===== config.mk =====
export PLATFORM = sky130hd
export DESIGN_NAME = flash_loader_flat
export DESIGN_NICKNAME = d
export VERILOG_FILES = /design/src/rtl/flash_loader_pkg.sv /design/src/rtl/flash_loader_if.sv /design/src/rtl/flash_spi_shift.sv /design/src/rtl/flash_loader.sv /design/src/flat_wrapper.sv
export SDC_FILE = /design/constraint.sdc
export NUM_CORES = 1
export LEC_CHECK = 0
export CORE_MARGIN = 2
export CORE_UTILIZATION = 38
export CTS_BUF_LIST = sky130_fd_sc_hd__clkbuf_4 sky130_fd_sc_hd__clkbuf_8
export CTS_CLUSTER_SIZE = 16
export DETAILED_ROUTE_END_ITERATION = 16
export GPL_TIMING_DRIVEN = 0
export PLACE_DENSITY_LB_ADDON = 0.1
export RECOVER_POWER = 25
export SLEW_MARGIN = 20
export SYNTH_ARGS = -nofsm -noshare
export SYNTH_HDL_FRONTEND = slang
export SYNTH_SLANG_ARGS = --single-unit

===== constraint.sdc =====
create_clock -name i_clk -period 2.7 [get_ports i_clk]
set_input_delay 0.405 -clock i_clk [delete_from_list [all_inputs] [get_ports i_clk]]
set_output_delay 0.405 -clock i_clk [all_outputs]
set_load 0.005 [all_outputs]

===== src/rtl/flash_loader_pkg.sv =====
// Shared types and constants for the SPI NOR flash boot loader.
package flash_loader_pkg;

  typedef enum logic [2:0] {
    IDLE,
    CMD,
    RECV,
    WAIT_RAM,
    WRITE,
    ACK,
    DONE
  } state_t;

  localparam logic [7:0] FLASH_CMD_READ   = 8'h03;
  localparam logic [1:0] RAMIO_WRITE_WORD = 2'b11;
  localparam logic [1:0] RAMIO_WRITE_NONE = 2'b00;

  // Flash bytes arrive first-byte-in-MSB; RAM words are little-endian.
  function automatic logic [31:0] byte_swap32(input logic [31:0] i_word);
    return {i_word[7:0], i_word[15:8], i_word[23:16], i_word[31:24]};
  endfunction

endpackage


===== src/rtl/flash_loader_if.sv =====
// RAMIO word-write port shared between the loader (master) and RAM (slave).
interface flash_loader_if;
  logic        ramio_enable;
  logic [1:0]  ramio_write_type;
  logic [31:0] ramio_address;
  logic [31:0] ramio_data_in;
  logic        ramio_busy;

  modport master (
    output ramio_enable, ramio_write_type, ramio_address, ramio_data_in,
    input  ramio_busy
  );

  modport slave (
    input  ramio_enable, ramio_write_type, ramio_address, ramio_data_in,
    output ramio_busy
  );
endinterface


===== src/rtl/flash_spi_shift.sv =====
// 32-bit SPI mode-0 shift engine: SCK low then high for CLK_DIV clocks per bit,
// MISO sampled and MOSI advanced on the edge that ends each high phase.
module flash_spi_shift #(
  parameter int CLK_DIV = 1
) (
  input  logic        i_clk,
  input  logic        i_rst_n,
  input  logic        i_go,
  input  logic [31:0] i_tx,
  input  logic        i_miso,
  output logic        o_sck,
  output logic        o_mosi,
  output logic        o_done,
  output logic [31:0] o_rx
);
  localparam int DIV_W = (CLK_DIV > 1) ? $clog2(CLK_DIV) : 1;
  localparam logic [DIV_W-1:0] DIV_LAST = DIV_W'(CLK_DIV - 1);

  logic             r_active;
  logic             r_phase;
  logic [DIV_W-1:0] r_div;
  logic [4:0]       r_bit;
  logic [31:0]      r_tx;
  logic [31:0]      r_rx;
  logic             w_tick;

  assign w_tick = r_active && (r_div == DIV_LAST);
  // Asserted in the cycle whose closing edge captures the 32nd bit.
  assign o_done = w_tick && r_phase && (r_bit == 5'd31);
  assign o_sck  = r_phase;
  assign o_mosi = r_tx[31];
  assign o_rx   = r_rx;

  always_ff @(posedge i_clk or negedge i_rst_n) begin
    if (!i_rst_n) begin
      r_active <= 1'b0;
      r_phase  <= 1'b0;
      r_div    <= '0;
      r_bit    <= '0;
      r_tx     <= '0;
      r_rx     <= '0;
    end else if (i_go) begin
      r_active <= 1'b1;
      r_phase  <= 1'b0;
      r_div    <= '0;
      r_bit    <= '0;
      r_tx     <= i_tx;
    end else if (r_active) begin
      if (w_tick) begin
        r_div   <= '0;
        r_phase <= ~r_phase;
        if (r_phase) begin
          r_rx  <= {r_rx[30:0], i_miso};
          r_tx  <= {r_tx[30:0], 1'b0};
          r_bit <= r_bit + 5'd1;
          if (r_bit == 5'd31) r_active <= 1'b0;
        end
      end else begin
        r_div <= r_div + DIV_W'(1);
      end
    end
  end
endmodule


===== src/rtl/flash_loader.sv =====
// Boot copier: one READ (0x03) from SPI flash, streamed into RAM as 32-bit writes.
// Optional FLASH_LOADER_CHECKSUM_EN adds o_checksum, the mod-2^32 sum of written words.
module flash_loader
  import flash_loader_pkg::*;
#(
  parameter logic [23:0] FLASH_START = 24'h000000,
  parameter logic [31:0] RAM_BASE    = 32'h0000_0000,
  parameter int          LOAD_BYTES  = 4096,
  parameter int          CLK_DIV     = 1
) (
  input  logic         i_clk,
  input  logic         i_rst_n,
  input  logic         i_start,
  output logic         o_busy,
  output logic         o_done,
  output logic         o_flash_clk,
  output logic         o_flash_mosi,
  input  logic         i_flash_miso,
  output logic         o_flash_cs,
`ifdef FLASH_LOADER_CHECKSUM_EN
  output logic [31:0]  o_checksum,
`endif
  flash_loader_if.master ramio
);
  localparam int NUM_WORDS = LOAD_BYTES / 4;
  localparam int CNT_W     = $clog2(NUM_WORDS + 1);

  state_t            r_state;
  state_t            w_state_next;
  logic              r_ack_first;
  logic [CNT_W-1:0]  r_words_left;
  logic [31:0]       r_next_addr;
  logic              r_busy;
  logic              r_done;
  logic              r_cs;
  logic              r_enable;
  logic [1:0]        r_write_type;
  logic [31:0]       r_address;
  logic [31:0]       r_data;
  logic              w_go;
  logic [31:0]       w_tx;
  logic              w_shift_done;
  logic [31:0]       w_rx;

  flash_spi_shift #(.CLK_DIV(CLK_DIV)) u_shift (
    .i_clk   (i_clk),
    .i_rst_n (i_rst_n),
    .i_go    (w_go),
    .i_tx    (w_tx),
    .i_miso  (i_flash_miso),
    .o_sck   (o_flash_clk),
    .o_mosi  (o_flash_mosi),
    .o_done  (w_shift_done),
    .o_rx    (w_rx)
  );

  always_comb begin
    w_state_next = r_state;
    w_go         = 1'b0;
    w_tx         = '0;
    case (r_state)
      IDLE: if (i_start) begin
        w_state_next = CMD;
        w_go         = 1'b1;
        w_tx         = {FLASH_CMD_READ, FLASH_START};
      end
      CMD: if (w_shift_done) begin
        w_state_next = RECV;
        w_go         = 1'b1;
      end
      RECV:     if (w_shift_done) w_state_next = WAIT_RAM;
      WAIT_RAM: if (!ramio.ramio_busy) w_state_next = WRITE;
      WRITE:    w_state_next = ACK;
      // First ACK cycle ignores busy so RAMIO has time to raise it.
      ACK: if (!r_ack_first && !ramio.ramio_busy) begin
        if (r_words_left != '0) begin
          w_state_next = RECV;
          w_go         = 1'b1;
        end else begin
          w_state_next = DONE;
        end
      end
      DONE:    w_state_next = IDLE;
      default: w_state_next = IDLE;
    endcase
  end

  always_ff @(posedge i_clk or negedge i_rst_n) begin
    if (!i_rst_n) begin
      r_state      <= IDLE;
      r_ack_first  <= 1'b0;
      r_words_left <= '0;
      r_next_addr  <= '0;
      r_busy       <= 1'b0;
      r_done       <= 1'b0;
      r_cs         <= 1'b1;
      r_enable     <= 1'b0;
      r_write_type <= RAMIO_WRITE_NONE;
      r_address    <= '0;
      r_data       <= '0;
    end else begin
      r_state      <= w_state_next;
      r_ack_first  <= (r_state == WRITE);
      r_enable     <= (w_state_next == WRITE);
      r_write_type <= (w_state_next inside {WRITE, ACK}) ? RAMIO_WRITE_WORD : RAMIO_WRITE_NONE;
      r_cs         <= !(w_state_next inside {CMD, RECV, WAIT_RAM, WRITE, ACK});
      if (r_state == IDLE && i_start) begin
        r_busy       <= 1'b1;
        r_done       <= 1'b0;
        r_words_left <= CNT_W'(NUM_WORDS);
        r_next_addr  <= RAM_BASE;
      end
      if (w_state_next == DONE) begin
        r_busy <= 1'b0;
        r_done <= 1'b1;
      end
      if (r_state == WAIT_RAM && w_state_next == WRITE) begin
        r_address <= r_next_addr;
        r_data    <= byte_swap32(w_rx);
      end
      if (r_state == WRITE) begin
        r_next_addr  <= r_next_addr + 32'd4;
        r_words_left <= r_words_left - CNT_W'(1);
      end
    end
  end

`ifdef FLASH_LOADER_CHECKSUM_EN
  logic [31:0] r_checksum;

  always_ff @(posedge i_clk or negedge i_rst_n) begin
    if (!i_rst_n) begin
      r_checksum <= '0;
    end else if (r_state == IDLE && i_start) begin
      r_checksum <= '0;
    end else if (r_state == WRITE) begin
      r_checksum <= r_checksum + r_data;
    end
  end

  assign o_checksum = r_checksum;
`endif

  assign o_busy                 = r_busy;
  assign o_done                 = r_done;
  assign o_flash_cs             = r_cs;
  assign ramio.ramio_enable     = r_enable;
  assign ramio.ramio_write_type = r_write_type;
  assign ramio.ramio_address    = r_address;
  assign ramio.ramio_data_in    = r_data;
endmodule


===== src/flat_wrapper.sv =====
// flat-port wrapper written by rule: the top's interface ports become plain ports
module flash_loader_flat import flash_loader_pkg::*;
#(
  parameter logic [23:0] FLASH_START = 24'h000000,
  parameter logic [31:0] RAM_BASE    = 32'h0000_0000,
  parameter int          LOAD_BYTES  = 4096,
  parameter int          CLK_DIV     = 1
)
  (i_clk, i_rst_n, i_start, o_busy, o_done, o_flash_clk, o_flash_mosi, i_flash_miso, o_flash_cs, ramio_ramio_enable, ramio_ramio_write_type, ramio_ramio_address, ramio_ramio_data_in, ramio_ramio_busy);
  flash_loader_if ramio_i ();
  input  logic i_clk;
  input  logic i_rst_n;
  input  logic i_start;
  output logic o_busy;
  output logic o_done;
  output logic o_flash_clk;
  output logic o_flash_mosi;
  input  logic i_flash_miso;
  output logic o_flash_cs;
  output wire logic [$bits(ramio_i.ramio_enable)-1:0] ramio_ramio_enable;
  output wire logic [$bits(ramio_i.ramio_write_type)-1:0] ramio_ramio_write_type;
  output wire logic [$bits(ramio_i.ramio_address)-1:0] ramio_ramio_address;
  output wire logic [$bits(ramio_i.ramio_data_in)-1:0] ramio_ramio_data_in;
  input wire logic [$bits(ramio_i.ramio_busy)-1:0] ramio_ramio_busy;
  assign ramio_ramio_enable = ramio_i.ramio_enable;
  assign ramio_ramio_write_type = ramio_i.ramio_write_type;
  assign ramio_ramio_address = ramio_i.ramio_address;
  assign ramio_ramio_data_in = ramio_i.ramio_data_in;
  assign ramio_i.ramio_busy = ramio_ramio_busy;
  flash_loader #(.FLASH_START(FLASH_START), .RAM_BASE(RAM_BASE), .LOAD_BYTES(LOAD_BYTES), .CLK_DIV(CLK_DIV)) u_core (.i_clk(i_clk), .i_rst_n(i_rst_n), .i_start(i_start), .o_busy(o_busy), .o_done(o_done), .o_flash_clk(o_flash_clk), .o_flash_mosi(o_flash_mosi), .i_flash_miso(i_flash_miso), .o_flash_cs(o_flash_cs), .ramio(ramio_i));
endmodule

-- Word-level counts from Yosys, hierarchy flattened
Index checks and enable logic that the tools add are counted.
- output and inout bits: 72
- register bits: 189
- equality and inequality tests: 12
- bitwise logic cells: 3
- reduce and logical (&&, ||, !) cells: 21
- muxes and demuxes: 42
- add/subtract/negate cells: 4
- operator list (cell ; number):
    two-way mux 32 bit ; 7
    adder 32 x 3 -> 32 bit (second input constant) ; 1
    two-way mux 26 bit ; 1
    two-way mux 11 bit ; 2
    two-way mux 5 bit ; 4
    two-way mux 1 bit ; 19
    two-way mux 3 bit ; 6
    case mux 3 bit (6 select lines) ; 1
    == test 3 bit (second input constant) ; 5
    == test 3 x 2 -> 1 bit (second input constant) ; 4
    nonzero test 2 bit ; 6
    nonzero test 11 bit ; 1
    subtractor 11 x 1 -> 11 bit (second input constant) ; 1
    == test 3 x 1 -> 1 bit (second input constant) ; 2
    logical AND 1 bit ; 6
    adder 5 x 1 -> 5 bit (second input constant) ; 1
    == test 5 bit (second input constant) ; 1
    nonzero test 5 bit ; 1
    AND reduction 4 bit ; 1
    zero test 1 bit ; 3
    zero test 3 bit ; 1
    inverter 1 bit ; 3
    case mux 1 bit (3 select lines) ; 1
    AND reduction 3 bit ; 1
    other kinds (3) ; 3

-- Depth between registers and ports, before layout
- depth in word-level cells: 9
- gate-level depth with buffers: 8
- depth with buffers taken out: 8

-- Modules after synthesis
Synthesis repeated with hierarchy kept, for this count alone.
- cells, all modules: 663
- area total of the unflattened synthesis: 7977.7 um2
- modules (own cells, without submodules) (module ; times used ; cells an instance ; area each (um2) ; seq. area each (um2)):
    flash_loader ; 1 ; 384 ; 4867.2 ; 2803.9
    flash_spi_shift ; 1 ; 279 ; 3110.5 ; 1801.7

-- Least setup slack after synthesis
No wires, ideal clock.
- path type: reg-to-reg
- start: register u_core.u_shift.r_bit[0]
- end: register u_core.r_cs (netlist: u_core.o_flash_cs)
- buffers on the path: 0
- setup slack: 471 ps
- cell stages (with the launch flop): 9
- data arrival time: 2162 ps
- library setup time: 67 ps
- cell sequence: dfrtp_1 > ha_1 > and3_1 > ha_1 > and4bb_2 > nor2b_1 > or3b_2 > o21ba_2 > nor2_1
- cells in the longest elaborated chain, start to end: 7
- RTL lines (what ; RTL line ; source):
    from (decl) ; flash_spi_shift.sv:22 ; logic [4:0] r_bit;
    from (signal assigned) ; flash_spi_shift.sv:55 ; r_bit <= r_bit + 5'd1;
    == test 5 bit (*) ; flash_spi_shift.sv:29 ; assign o_done = w_tick && r_phase && (r_bit == 5'd31);
    logical AND 1 bit (*) ; flash_spi_shift.sv:29 ;
    two-way mux 3 bit (on tied branches) ; flash_loader.sv:71, flash_loader.sv:67 ;
    case mux 3 bit (6 select lines) (*) ; flash_loader.sv:61 ; case (r_state)
    net u_core.w_state_next[1] ; flash_loader.sv:29 ; state_t w_state_next;
    == test 3 x 1 -> 1 bit, or another cell as far along ; flash_loader.sv:106 ; r_cs <= !(w_state_next inside {CMD, RECV, WAIT_RAM, WRITE, ACK});
    nonzero test 5 bit (*) ; flash_loader.sv:106 ;
    zero test 1 bit (*) ; flash_loader.sv:106 ;
    to (signal assigned) ; flash_loader.sv:106 ;
    to (decl) ; flash_loader.sv:35 ; logic r_cs;
Mark *: on every way through the listed nets, which the timed path passes. The rest lies on a longest branch.
A chain may end at the register's enable or synchronous reset.

-- Final worst setup path
- start: register u_core.u_shift.r_bit[0]
- end: register u_core.u_shift.r_rx[8] (netlist: u_core.u_shift.o_rx[8])
- cells in the longest elaborated chain, start to end: 6
- RTL lines (what ; RTL line ; source):
    == test 5 bit ; flash_spi_shift.sv:29 ;
    logical AND 1 bit ; flash_spi_shift.sv:29 ;
    two-way mux 1 bit ; flash_loader.sv:67 ; CMD: if (w_shift_done) begin
    case mux 1 bit (3 select lines) ; flash_loader.sv:61 ;
    inverter 1 bit (no line) ; - ;
    AND reduction 4 bit (no line) ; - ;
    to (signal assigned) ; flash_spi_shift.sv:53 ; r_rx <= {r_rx[30:0], i_miso};
    to (decl) ; flash_spi_shift.sv:24 ; logic [31:0] r_rx;
Every way passes these cells.

==> metrics.cfg <==
[status]
outcome = finished with violations
violations = capacitance limit, slew limit

[synthesis]
ys_async_sr_fraction_pct = 100
synth_cell_types = 57
yosysSeqAreaShare_pct = 59.3
synth_top_area_share_pct = 58.9
yosysTopAreaCell = dfrtp_1
synth_area_leaders = dfrtp_1 59%, mux2_2 11%, mux2_4 6.7%, o21ai_0 2.4%, nand3_1 1.7%
avgSynthCellArea_um2 = 13.1
yosys_warnings = 0
synth_ff_type = dfrtp_1
synth_seq_cells = 160
syn_inst = 514
synth_edf_count = 0
syn_area_um2 = 6760

[detailed_routing]
vias_per_cell = 5.18
vias = 4383
drc = 0
drt-wirelength-per-cell_um = 16.2
drtIter0Drc = 258
wirelength_mm = 13.7
dr.pass1.iters = 4
ant_nets = 0

[floorplanning]
core_um2 = 17400
start_util_pct = 38.9
die_x_um = 137
fp.dieArea_um2 = 18900
fp.dieH_um = 137
boundaryPins = 77
row_count = 48

[job]
drv_cap = 1

[placed_design]
dpl.hpwl_mm = 9.20
place_area_um2 = 7810
dp_cells = 815
place_congestion = 0.781
place_ws_ns = -0.0273
port_buffers = 74

[finish]
fill_cells = 1528
multiInputGateArea_um2 = 2580
fin_nets = 619
syn2layout_area_growth_pct = 22.4
final_common_cell = dfrtp_1
ff_latch_area_um2 = 4010
final_cells = 846
fin_area_um2 = 8270
antenna_cells = 0
drive_above_1_share_pct = 25.4
layout_common_cells = 159 x dfrtp_1, 73 x clkdlybuf4s50_1, 64 x mux2_2

[cts]
clk_latency_ns = 0.44
cts.sinks = 160
clockRootBuffer = clkbuf_8
cts_setup_buffers = 0
cts_tree = done
cts_max_level = 4
cts_max_path_buffers = 2
clk_pin_slew_ns = 0.08
cts_buffers = 17

[power_and_ir_drop]
pwr-share-clk_pct = 24.6
internal-power_mw = 5.85
p_per_area_nw_per_um2 = 990
power_frac_comb_pct = 32.2
peakVddDrop_mv = 0.402
power.total_mw = 8.18
sequentialPowerShare_pct = 43.2
power_leakage_nw = 3.67
p_sw_mw = 2.33
switching_share_pct = 28.5

[worst_setup_path]
cpLargestDelayFamily = simple AND/OR/NAND/NOR gates
cp.arrival_ns = 2.73
worstPathRequired_ns = 3.02
worstSetupPathType = reg -> reg
cpPeakStageDelay_ns = 0.41
path_cells = ha_1 -> and3_1 -> ha_1 -> and4bb_2 -> nor3_4 -> buf_6 -> mux2_4
timing.rr.start = u_core.u_shift.r_bit[0]
reg2reg_slack_ns = 0.29
worst-path-max-fanout = 10
start_kind = flop
critical_path.slowest_cell = dfrtp_1
r2r_cells = 7
cp_common_cell = ha_1
end_kind = flop
critical_path_buf_inv_count = 1
r2r_end = u_core.u_shift.o_rx[8]

[hold_path]
min_from = u_core.r_words_left[0]
hp-class = reg -> reg
min_to = u_core.r_words_left[0]
hold_depth = 1

[timing]
setup_viol = 0
skew_ns = 0.0109
whs_ns = 0.477
rsz0062_at_grt = no
worstMarginPinSlew_ns = 1.70
max_freq_mhz = 415
fin_ws_ns = 0.291
hold_violations = 0
drv_slew = 67
timing.final.crit_share_pct = 89.2
min_period_ns = 2.41
slew_headroom_pct = -13.4

[grt]
grt_pass1_wl_mm = 22.7
grt_pass1_vias = 4463
grt_overflow = 0
grt_max_degree = 95
antenna_found_initial = 0
gr-usage-all-layers_pct = 15.5

[per-layer routing]
| metal | share of wire [%] | vias to the layer above | GRT usage [%] | wire, um |
|---|---|---|---|---|
| li1 | - | 2073 | - | - |
| met1 | 47 | 2217 | 20.7 | 6480 |
| met2 | 48 | 82 | 24.4 | 6540 |
| met3 | 3.7 | 11 | 4.19 | 510 |
| met4 | 1.2 | 0 | 5.78 | 167 |
| met5 | 0 | - | 0 | 0 |
[flip-flops by register name, indices dropped and copies added (netlist names)]
signal	cells
u_core.u_shift.r_tx	8
u_core.ramio.ramio_address	30
u_core.r_state	3
u_core.u_shift.r_active	1
u_core.u_shift.o_sck	1
u_core.r_next_addr	30
u_core.u_shift.r_div	1
u_core.u_shift.o_rx	32
u_core.u_shift.r_bit	5
u_core.r_ack_first	1
u_core.r_words_left	11
u_core.o_busy	1
u_core.ramio.ramio_write_type	1
u_core.ramio.ramio_data_in	32
u_core.o_flash_cs	1
u_core.o_done	1
u_core.ramio.ramio_enable	1
[power by group through the flow]
stage	Clock (mW)	Combinational [mW]	Sequential [mW]
final	2.01	2.63	3.54
after global routing	2.16	2.88	3.64
after CTS	2.07	2.69	3.55
after detailed placement	0	2.67	3.59
after global placement	0	2.63	3.57
after floorplan	0	1.61	3.50
[cell type report]
class | count | share of cell area, %
Clock buffer | 20 | 3.25
Tap cell | 225 | 3.40
Timing Repair Buffer | 76 | 9.35
Sequential cell | 160 | 48.4
Multi-Input combinational cell | 322 | 31.2
Inverter | 7 | 0.318
Buffer | 26 | 1.80
Clock inverter | 10 | 2.24
[how the worst max path moves through the flow]
stage | start | endpoint | slack [ns] | cells past startpoint
6_report | u_core.u_shift.r_bit[0] | u_core.u_shift.o_rx[8] | 0.29 | 7
5_1_grt | u_core.r_next_addr[8] | u_core.r_next_addr[30] | 0.07 | 5
4_1_cts | u_core.r_state[2] | u_core.ramio.ramio_address[21] | 0.25 | 5
3_5_place_dp | ramio_ramio_busy | u_core.ramio.ramio_data_in[31] | -0.03 | 5
3_3_place_gp | i_rst_n | u_core.ramio.ramio_data_in[26] | -5.41 | 1
2_1_floorplan | u_core.u_shift.r_bit[0] | u_core.o_flash_cs | 0.47 | 8
[stage by stage]
step / util (%) / setup TNS (ns)
finish: 47.6 / 0
floorplan: - / 0
global route: 47.6 / 0
CTS: 47.7 / 0
detailed placement: 45.0 / -0.368
global placement: 44.8 / -861.18
[cell families after synthesis]
kind of cell | share of synthesized area [%]
DFF | 59.3
and+or+nand+nor | 11.0
muxes | 18.2
other | 0.0555
adders and majority gates | 0.741
buffers and inverters | 2.59
xor gates and xnor gates | 0.130
AOI/OAI and AO/OA | 7.98
[synthesized netlist by cell type (2+ instances only)]
cell / instances
dfrtp_1: 159
mux2_2: 64
o21ai_0: 32
mux2_4: 30
nand2_1: 28
nor2_1: 27
nand3_1: 23
nand4_1: 13
buf_2: 11
o31ai_1: 10
a22oi_1: 9
o211ai_1: 8
a21oi_1: 7
clkbuf_1: 7
nor3_1: 7
inv_1: 6
mux2i_1: 6
a31oi_1: 4
and3_1: 4
buf_4: 4
ha_1: 4
nor2b_1: 4
buf_6: 3
nor3b_1: 3
nor4_1: 3
a22o_1: 2
nand3b_1: 2
nand4b_1: 2
nor3_2: 2
nor4b_1: 2
or3b_1: 2
[timing repair]
item	4_1_cts	5_1_grt
setup endpoints to repair	0	0
endpoints found under the hold margin	65	0
resized for setup	0	0
hold buffers	1	0
(Power assumes the default switching activity.)
